==> src/rtl/mem_wb_stage_if.sv <==
// rtl/mem_wb_stage_if.sv - data-memory request/completion bundle for the MEM stage
//
// Purpose: groups the req/done handshake between the memory-access stage and
// a multi-cycle data memory.
// Signals:
//   mem_req    stage -> mem  one-cycle request pulse
//   mem_we     stage -> mem  1=write, 0=read, valid with mem_req
//   mem_addr   stage -> mem  access address, valid with mem_req
//   mem_wdata  stage -> mem  store data, valid with mem_req
//   mem_rdata  mem -> stage  load data, valid with mem_done
//   mem_done   mem -> stage  one-cycle completion pulse
interface mem_wb_stage_if #(
  parameter int DATA_W = 16
);
  logic              mem_req;
  logic              mem_we;
  logic [DATA_W-1:0] mem_addr;
  logic [DATA_W-1:0] mem_wdata;
  logic [DATA_W-1:0] mem_rdata;
  logic              mem_done;

  modport master (
    output mem_req, mem_we, mem_addr, mem_wdata,
    input  mem_rdata, mem_done
  );

  modport slave (
    input  mem_req, mem_we, mem_addr, mem_wdata,
    output mem_rdata, mem_done
  );
endinterface

==> src/rtl/mem_wb_stage.sv <==
// rtl/mem_wb_stage.sv - memory-access stage with MEM/WB pipeline register
//
// Purpose: performs at most one data-memory access per instruction over a
// req/done handshake, stalls upstream while the access is outstanding, and
// registers results into MEM/WB for the writeback mux.
// Optional feature macro: ALIGN_CHK_EN (misaligned memory ops become
// exceptions without touching memory).
// Ports:
//   clk, rst                 clock (rising edge), async active-low reset
//   in_valid .. Excp         EX/MEM register contents
//   flush                    squash the instruction currently in the stage
//   mem (master)             data-memory handshake
//   stall_o                  hold PC/IF-ID/ID-EX/EX-MEM this cycle
//   valid_o .. Excp_o        registered MEM/WB outputs
//   timeout_err              sticky access-timeout flag
module mem_wb_stage #(
  parameter int DATA_W  = 16,
  parameter int TIMEOUT = 64
) (
  input  logic              clk,
  input  logic              rst,
  input  logic              in_valid,
  input  logic [DATA_W-1:0] data_out,
  input  logic [DATA_W-1:0] data_two,
  input  logic [2:0]        RD,
  input  logic [1:0]        Dst_reg,
  input  logic              Reg_write,
  input  logic              Mem_read,
  input  logic              Mem_write,
  input  logic              JAL,
  input  logic              Mem_reg,
  input  logic              Mem_en,
  input  logic              Excp,
  input  logic              flush,
  mem_wb_stage_if.master    mem,
  output logic              stall_o,
  output logic              valid_o,
  output logic [DATA_W-1:0] alu_o,
  output logic [DATA_W-1:0] rdata_o,
  output logic [2:0]        RD_o,
  output logic [1:0]        Dst_reg_o,
  output logic              Reg_write_o,
  output logic              JAL_o,
  output logic              Mem_reg_o,
  output logic              Excp_o,
  output logic              timeout_err
);

  localparam int CNT_W = (TIMEOUT > 2) ? $clog2(TIMEOUT) : 1;
  localparam logic [CNT_W-1:0] CNT_LAST = CNT_W'(TIMEOUT - 1);

  typedef enum logic {IDLE, WAIT} state_t;

  typedef struct packed {
    logic              valid;
    logic [DATA_W-1:0] alu;
    logic [DATA_W-1:0] rdata;
    logic [2:0]        rd;
    logic [1:0]        dst;
    logic              rw;
    logic              jal;
    logic              mreg;
    logic              excp;
  } wb_t;

  // Instruction fields held while the access is outstanding.
  typedef struct packed {
    logic [DATA_W-1:0] alu;
    logic [2:0]        rd;
    logic [1:0]        dst;
    logic              rw;
    logic              jal;
    logic              mreg;
    logic              is_read;
  } cap_t;

  state_t            state_q, state_d;
  logic [CNT_W-1:0]  cnt_q, cnt_d;
  wb_t               wb_q, wb_d;
  cap_t              cap_q, cap_d;
  logic              flushed_q, flushed_d;
  logic              terr_q, terr_d;
  logic              req_c, stall_c;

  logic mem_op, conflict, misalign, excp_any, needs_mem, pass_valid;

  assign mem_op   = in_valid & Mem_en & (Mem_read | Mem_write);
  assign conflict = Mem_read & Mem_write;
`ifdef ALIGN_CHK_EN
  assign misalign = data_out[0];
`else
  assign misalign = 1'b0;
`endif
  // Conflicting or misaligned memory ops degrade to pass-through exceptions.
  assign excp_any   = Excp | (mem_op & (conflict | misalign));
  assign needs_mem  = mem_op & ~conflict & ~misalign & ~Excp & ~flush;
  assign pass_valid = in_valid & ~flush;

  always_comb begin
    state_d   = state_q;
    cnt_d     = cnt_q;
    wb_d      = wb_q;
    cap_d     = cap_q;
    flushed_d = flushed_q;
    terr_d    = terr_q;
    req_c     = 1'b0;
    stall_c   = 1'b0;

    case (state_q)
      IDLE: begin
        if (needs_mem) begin
          req_c         = 1'b1;
          stall_c       = 1'b1;
          cap_d.alu     = data_out;
          cap_d.rd      = RD;
          cap_d.dst     = Dst_reg;
          cap_d.rw      = Reg_write;
          cap_d.jal     = JAL;
          cap_d.mreg    = Mem_reg;
          cap_d.is_read = Mem_read;
          flushed_d     = 1'b0;
          cnt_d         = '0;
          state_d       = WAIT;
          wb_d          = '0;
        end else begin
          wb_d.valid = pass_valid;
          wb_d.alu   = data_out;
          wb_d.rdata = '0;
          wb_d.rd    = RD;
          wb_d.dst   = Dst_reg;
          wb_d.rw    = Reg_write & pass_valid & ~excp_any;
          wb_d.jal   = JAL;
          wb_d.mreg  = Mem_reg;
          wb_d.excp  = excp_any & pass_valid;
        end
      end

      WAIT: begin
        cnt_d = cnt_q + CNT_W'(1);
        if (mem.mem_done || cnt_q == CNT_LAST) begin
          wb_d.alu   = cap_q.alu;
          wb_d.rd    = cap_q.rd;
          wb_d.dst   = cap_q.dst;
          wb_d.jal   = cap_q.jal;
          wb_d.mreg  = cap_q.mreg;
          state_d    = IDLE;
          cnt_d      = '0;
          // A flush arriving in the completion cycle still squashes the result.
          if (mem.mem_done) begin
            wb_d.valid = ~(flushed_q | flush);
            wb_d.rw    = cap_q.rw & ~(flushed_q | flush);
            wb_d.rdata = cap_q.is_read ? mem.mem_rdata : '0;
            wb_d.excp  = 1'b0;
          end else begin
            wb_d.valid = 1'b1;
            wb_d.rw    = 1'b0;
            wb_d.rdata = '0;
            wb_d.excp  = 1'b1;
            terr_d     = 1'b1;
          end
        end else begin
          stall_c = 1'b1;
          if (flush) flushed_d = 1'b1;
        end
      end

      default: state_d = IDLE;
    endcase
  end

  always_ff @(posedge clk or negedge rst) begin
    if (!rst) begin
      state_q   <= IDLE;
      cnt_q     <= '0;
      wb_q      <= '0;
      cap_q     <= '0;
      flushed_q <= 1'b0;
      terr_q    <= 1'b0;
    end else begin
      state_q   <= state_d;
      cnt_q     <= cnt_d;
      wb_q      <= wb_d;
      cap_q     <= cap_d;
      flushed_q <= flushed_d;
      terr_q    <= terr_d;
    end
  end

  // Gated by rst so the combinational request/stall drop as soon as reset
  // asserts, even while EX/MEM still presents a memory op.
  assign mem.mem_req   = req_c & rst;
  assign stall_o       = stall_c & rst;
  assign mem.mem_we    = Mem_write;
  assign mem.mem_addr  = data_out;
  assign mem.mem_wdata = data_two;

  assign valid_o     = wb_q.valid;
  assign alu_o       = wb_q.alu;
  assign rdata_o     = wb_q.rdata;
  assign RD_o        = wb_q.rd;
  assign Dst_reg_o   = wb_q.dst;
  assign Reg_write_o = wb_q.rw;
  assign JAL_o       = wb_q.jal;
  assign Mem_reg_o   = wb_q.mreg;
  assign Excp_o      = wb_q.excp;
  assign timeout_err = terr_q;

endmodule

==> src/flat_wrapper.sv <==
// flat-port wrapper written by rule: the top's interface ports become plain ports
module mem_wb_stage_flat 
#(
  parameter int DATA_W  = 16,
  parameter int TIMEOUT = 64
)
  (clk, rst, in_valid, data_out, data_two, RD, Dst_reg, Reg_write, Mem_read, Mem_write, JAL, Mem_reg, Mem_en, Excp, flush, stall_o, valid_o, alu_o, rdata_o, RD_o, Dst_reg_o, Reg_write_o, JAL_o, Mem_reg_o, Excp_o, timeout_err, mem_mem_req, mem_mem_we, mem_mem_addr, mem_mem_wdata, mem_mem_rdata, mem_mem_done);
  mem_wb_stage_if #(.DATA_W(DATA_W)) mem_i ();
  input  logic clk;
  input  logic rst;
  input  logic in_valid;
  input  logic [DATA_W-1:0] data_out;
  input  logic [DATA_W-1:0] data_two;
  input  logic [2:0] RD;
  input  logic [1:0] Dst_reg;
  input  logic Reg_write;
  input  logic Mem_read;
  input  logic Mem_write;
  input  logic JAL;
  input  logic Mem_reg;
  input  logic Mem_en;
  input  logic Excp;
  input  logic flush;
  output logic stall_o;
  output logic valid_o;
  output logic [DATA_W-1:0] alu_o;
  output logic [DATA_W-1:0] rdata_o;
  output logic [2:0] RD_o;
  output logic [1:0] Dst_reg_o;
  output logic Reg_write_o;
  output logic JAL_o;
  output logic Mem_reg_o;
  output logic Excp_o;
  output logic timeout_err;
  output wire logic [$bits(mem_i.mem_req)-1:0] mem_mem_req;
  output wire logic [$bits(mem_i.mem_we)-1:0] mem_mem_we;
  output wire logic [$bits(mem_i.mem_addr)-1:0] mem_mem_addr;
  output wire logic [$bits(mem_i.mem_wdata)-1:0] mem_mem_wdata;
  input wire logic [$bits(mem_i.mem_rdata)-1:0] mem_mem_rdata;
  input wire logic [$bits(mem_i.mem_done)-1:0] mem_mem_done;
  assign mem_mem_req = mem_i.mem_req;
  assign mem_mem_we = mem_i.mem_we;
  assign mem_mem_addr = mem_i.mem_addr;
  assign mem_mem_wdata = mem_i.mem_wdata;
  assign mem_i.mem_rdata = mem_mem_rdata;
  assign mem_i.mem_done = mem_mem_done;
  mem_wb_stage #(.DATA_W(DATA_W), .TIMEOUT(TIMEOUT)) u_core (.clk(clk), .rst(rst), .in_valid(in_valid), .data_out(data_out), .data_two(data_two), .RD(RD), .Dst_reg(Dst_reg), .Reg_write(Reg_write), .Mem_read(Mem_read), .Mem_write(Mem_write), .JAL(JAL), .Mem_reg(Mem_reg), .Mem_en(Mem_en), .Excp(Excp), .flush(flush), .mem(mem_i), .stall_o(stall_o), .valid_o(valid_o), .alu_o(alu_o), .rdata_o(rdata_o), .RD_o(RD_o), .Dst_reg_o(Dst_reg_o), .Reg_write_o(Reg_write_o), .JAL_o(JAL_o), .Mem_reg_o(Mem_reg_o), .Excp_o(Excp_o), .timeout_err(timeout_err));
endmodule
==> config.mk <==
export PLATFORM = sky130hd
export DESIGN_NAME = mem_wb_stage_flat
export DESIGN_NICKNAME = d
export VERILOG_FILES = /design/src/rtl/mem_wb_stage_if.sv /design/src/rtl/mem_wb_stage.sv /design/src/flat_wrapper.sv
export SDC_FILE = /design/constraint.sdc
export NUM_CORES = 1
export LEC_CHECK = 0
export BUFFER_PORTS_ARGS = -buffer_cell sky130_fd_sc_hd__buf_2
export CAP_MARGIN = 40
export CORE_MARGIN = 10
export CORE_UTILIZATION = 49
export DETAILED_ROUTE_END_ITERATION = 7
export GPL_TIMING_DRIVEN = 0
export PLACE_DENSITY = 0.85
export SYNTH_ARGS = -nofsm -noshare
export SYNTH_HDL_FRONTEND = slang
export SYNTH_SLANG_ARGS = --single-unit
==> constraint.sdc <==
create_clock -name clk -period 2.1 [get_ports clk]
set_input_delay 0.105 -clock clk [delete_from_list [all_inputs] [get_ports clk]]
set_output_delay 0.105 -clock clk [all_outputs]
set_load 0.1 [all_outputs]
==> impl_metrics.ini <==
[status]
run_status = finished clean

[pwr]
switchingPower_mw = 1.49
power.combinational.fraction_pct = 27.1
worst_ir_drop_vdd_mv = 0.650
clockPowerShare_pct = 31.7
p_sw_share_pct = 34.5
power_per_cell_area_mw_per_mm2 = 923
p_int_mw = 2.83
seq_power_share_pct = 41.1
power.total_mw = 4.32
leakage_power_of_the_design_nw = 2.40

[clock_network]
cts_htree_levels = 3
cts_root_buf = sky130_fd_sc_hd__clkbuf_8
cts_made_buffers = 9
post_cts_setup_repair_bufs = 0
clock_path_buffers = 2
cts_num_sinks = 76
clk_pin_slew_worst_paths_ns = 0.07
worst_skew_pair.late_latency_ns = 0.35
clock_tree_from_tritoncts = built

[die]
fp.dieH_um = 104
row_count = 30
die_width_um = 104
core_mm2 = 0.00679
die-area_mm2 = 0.0107
io_pins = 143
initial_utilization_pct = 50.4

[synth]
synth_seq_cells = 76
synth-main-ff-cell = sky130_fd_sc_hd__dfrtp_1
synth.largest_area_cell = sky130_fd_sc_hd__dfrtp_1
mappedNetlistArea_mm2 = 0.00343
syn_avg_cell_area_um2 = 11.6
synth_sequential_area_ratio_pct = 55.5
synth_enable_flop_cells = 0
ys_top_cells_by_area = sky130_fd_sc_hd__dfrtp_1 (56%), sky130_fd_sc_hd__buf_4 (7.2%), sky130_fd_sc_hd__mux2_2 (6.6%)
synth-async-reset-ratio_pct = 100
yosys_synthesis_warning_count = 0
ys_types = 30
synth_top_cell_area_share_pct = 55.5
postSynthCellCount = 296
syn-num-nets = 362

[setup_path]
worstSetupStartpointType = flop
crit_path_end = mem_mem_req
rr_worst_depth = 6
endpoint_kind_of_the_worst_setup_timing_path = output pin
startpoint_to_endpoint_class_of_the_critical_path = reg2out
critPathArrivalTime_ns = 1.90
rr_startpoint = u_core.cnt_q[0]
critical_path.startpoint = u_core.state_q
critical_path.reg2reg.endpoint = u_core.alu_o[8]
worstPathMaxFanout = 10
ff2ff_setup_slack_ns = 0.37
cp.required_ns = 2.00

[place]
globalplace.congestion = 0.823
io_buffer_count = 126
dp.cells = 519
dpl.hpwl_um = 7030
pre_cts_ws_ns = 0.0552
placement.cell_area_mm2 = 0.00421

[sta]
final_min_period_over_clock_period_pct = 95.3
report.final.setup_viol = 0
hold_viol = 0
fin_setup_tns_ns = 0
min_period_ns = 2.00
postLayoutSetupSlackWorst_ns = 0.0986
max-slew-margin-rel_pct = 58.1
tightest_slew_ns = 0.629
worst_hold_slack_ns = 0.0164
timing_max_transition_violations_final = 0
worst_clock_skew_ns = 0.00912
timing.fmax_mhz = 500
rsz0062_at_grt = no

[cells_and_area]
area_delta_synth_final_pct = 36.7
n_fill_cell = 499
finalCoreUtilization_pct = 69.0
design_area_mm2 = 0.00468
final_layout_size_suffix_gt1_share_pct = 48.4
final_cell_count_no_fill = 553
design.final.nets = 518
antennaDiodeCount = 0

[grt]
initial_antenna_violation_count = 0
global_route.overflow_total = 0
grt_use_total_pct = 17.9
grt_pass1_wl_um = 15900
pin_count_of_the_biggest_net_entering_global_routing = 64
grt_pass1_vias = 3213

[routing]
vias = 2891
avgRoutedWirePerCell_um = 17.6
detail-route-antenna-nets = 0
drt-vias-per-instance = 5.23
route.final.wire_length_um = 9760
drt_first_iter_violations = 135
dr_pass1_iterations = 4
remaining_drc_errors = 0

[flow_run]
max_cap_violations = 0

[min_path]
hold_class = in2reg
==> cells in the final DEF (no fill, tap or decap), types with 2 or more instances in the layout <==
master / instances
sky130_fd_sc_hd__buf_2: 132
sky130_fd_sc_hd__dfrtp_1: 76
sky130_fd_sc_hd__nor2_1: 55
sky130_fd_sc_hd__buf_4: 35
sky130_fd_sc_hd__mux2_2: 20
sky130_fd_sc_hd__dlygate4sd3_1: 19
sky130_fd_sc_hd__a22o_1: 18
sky130_fd_sc_hd__a221oi_1: 13
sky130_fd_sc_hd__clkbuf_8: 11
sky130_fd_sc_hd__a221oi_2: 10
sky130_fd_sc_hd__o21ai_0: 9
sky130_fd_sc_hd__clkbuf_1: 6
sky130_fd_sc_hd__nand2_1: 5
sky130_fd_sc_hd__inv_1: 4
sky130_fd_sc_hd__nand3_1: 4
sky130_fd_sc_hd__mux2_1: 4
sky130_fd_sc_hd__a21oi_1: 4
sky130_fd_sc_hd__bufinv_16: 3
sky130_fd_sc_hd__nor2b_1: 2
sky130_fd_sc_hd__buf_6: 2
sky130_fd_sc_hd__o21a_1: 2
sky130_fd_sc_hd__nand2b_1: 2
sky130_fd_sc_hd__or3_1: 2
sky130_fd_sc_hd__a21o_1: 2
==> synthesized netlist by cell type, types with 2 or more instances <==
cell type and instances:
sky130_fd_sc_hd__mux2_1 4, sky130_fd_sc_hd__inv_1 4, sky130_fd_sc_hd__nand2b_1 2, sky130_fd_sc_hd__a221oi_1 13, sky130_fd_sc_hd__o21a_1 2, sky130_fd_sc_hd__buf_2 12, sky130_fd_sc_hd__a221oi_2 10, sky130_fd_sc_hd__mux2_2 20
sky130_fd_sc_hd__nand3_1 4, sky130_fd_sc_hd__a21o_1 2, sky130_fd_sc_hd__o21ai_0 10, sky130_fd_sc_hd__dfrtp_1 76, sky130_fd_sc_hd__nand2_1 6, sky130_fd_sc_hd__buf_4 33, sky130_fd_sc_hd__or3_1 2, sky130_fd_sc_hd__nor2b_1 2
sky130_fd_sc_hd__nor2_1 56, sky130_fd_sc_hd__a21oi_1 5, sky130_fd_sc_hd__clkbuf_1 5, sky130_fd_sc_hd__a22o_1 18
==> kinds of logic (layout without fill, tap and decap cells) <==
group	count (synthesis)	after routing	synth area share (%)
compound gates	64	64	16.4
simple gates	74	74	9.02
flops	76	76	55.5
fa+ha+maj	1	1	0.365
buf+inv	55	216	10.3
xor+xnor	2	2	0.511
mux	24	24	7.89
==> worst max-delay path: stages (launching register included) <==
cell	delay, ns
sky130_fd_sc_hd__dfrtp_1	0.38
sky130_fd_sc_hd__buf_2	0.19
sky130_fd_sc_hd__nor3b_2	0.21
sky130_fd_sc_hd__nand3_1	0.13
sky130_fd_sc_hd__clkbuf_4	0.24
sky130_fd_sc_hd__nor2_2	0.10
sky130_fd_sc_hd__buf_4	0.29
==> worst min-delay path by stage <==
| stage | start | to | slack [ns] | cells past startpoint |
|---|---|---|---|---|
| 6_report | data_out[11] | u_core.cap_q[20] | 0.02 | 2 |
| 4_1_cts | Dst_reg[0] | u_core.cap_q[4] | 0.006 | 2 |
| 2_1_floorplan | rst | u_core.Dst_reg_o[0] | -0.19 | 0 |
| 3_5_place_dp | rst | u_core.alu_o[13] | -0.02 | 1 |
| 5_1_grt | RD[1] | u_core.cap_q[7] | 0.009 | 2 |
| 3_3_place_gp | mem_mem_rdata[13] | u_core.rdata_o[13] | 0.32 | 2 |
==> per-layer routing <==
| metal | wire, um | vias up | part of all wire [%] | GRT usage [%] |
|---|---|---|---|---|
| met3 | 631 | 16 | 6.5 | 5.02 |
| met2 | 5150 | 107 | 53 | 30.8 |
| met4 | 172 | 0 | 1.8 | 6.65 |
| li1 | - | 1328 | - | - |
| met5 | 0 | - | 0 | 0 |
| met1 | 3810 | 1440 | 39 | 20.5 |
==> what timing repair did <==
| action | in CTS | in global routing |
|---|---|---|
| gates resized for setup | 8 | 3 |
| hold endpoints to repair | 94 | 0 |
| pin swaps | 1 | 0 |
| endpoints found under the setup margin | 2 | 1 |
| hold buffers | 19 | 0 |
==> cell type report <==
type | instances | area, um2 | area share (%)
sequential | 76 | 1900 | 40.6
multi-input combinational | 165 | 1190 | 25.3
timing repair buffer | 146 | 868 | 18.5
buffer | 50 | 342 | 7.29
clock buffer | 12 | 155 | 3.31
tap | 96 | 120 | 2.56
clock inverter | 4 | 95.1 | 2.03
inverter | 4 | 15.0 | 0.321
==> power groups by stage <==
stage | sequential (mW) | combinational, mW | clock [mW]
2_1_floorplan | 2.14 | 0.545 | 0
3_3_place_gp | 1.79 | 1.11 | 0
3_5_place_dp | 1.80 | 1.14 | 0
4_1_cts | 1.78 | 1.18 | 1.39
5_1_grt | 1.80 | 1.23 | 1.45
6_report | 1.78 | 1.17 | 1.37
==> sequential cells by signal, summed over array words and instances, names as in the netlist <==
signal	count
u_core.cap_q	25
u_core.alu_o	16
u_core.rdata_o	16
u_core.cnt_q	6
u_core.RD_o	3
u_core.Dst_reg_o	2
u_core.Excp_o	1
u_core.JAL_o	1
u_core.Mem_reg_o	1
u_core.Reg_write_o	1
u_core.flushed_q	1
u_core.state_q	1
u_core.timeout_err	1
u_core.valid_o	1
Power figures use the tool's default switching activity.
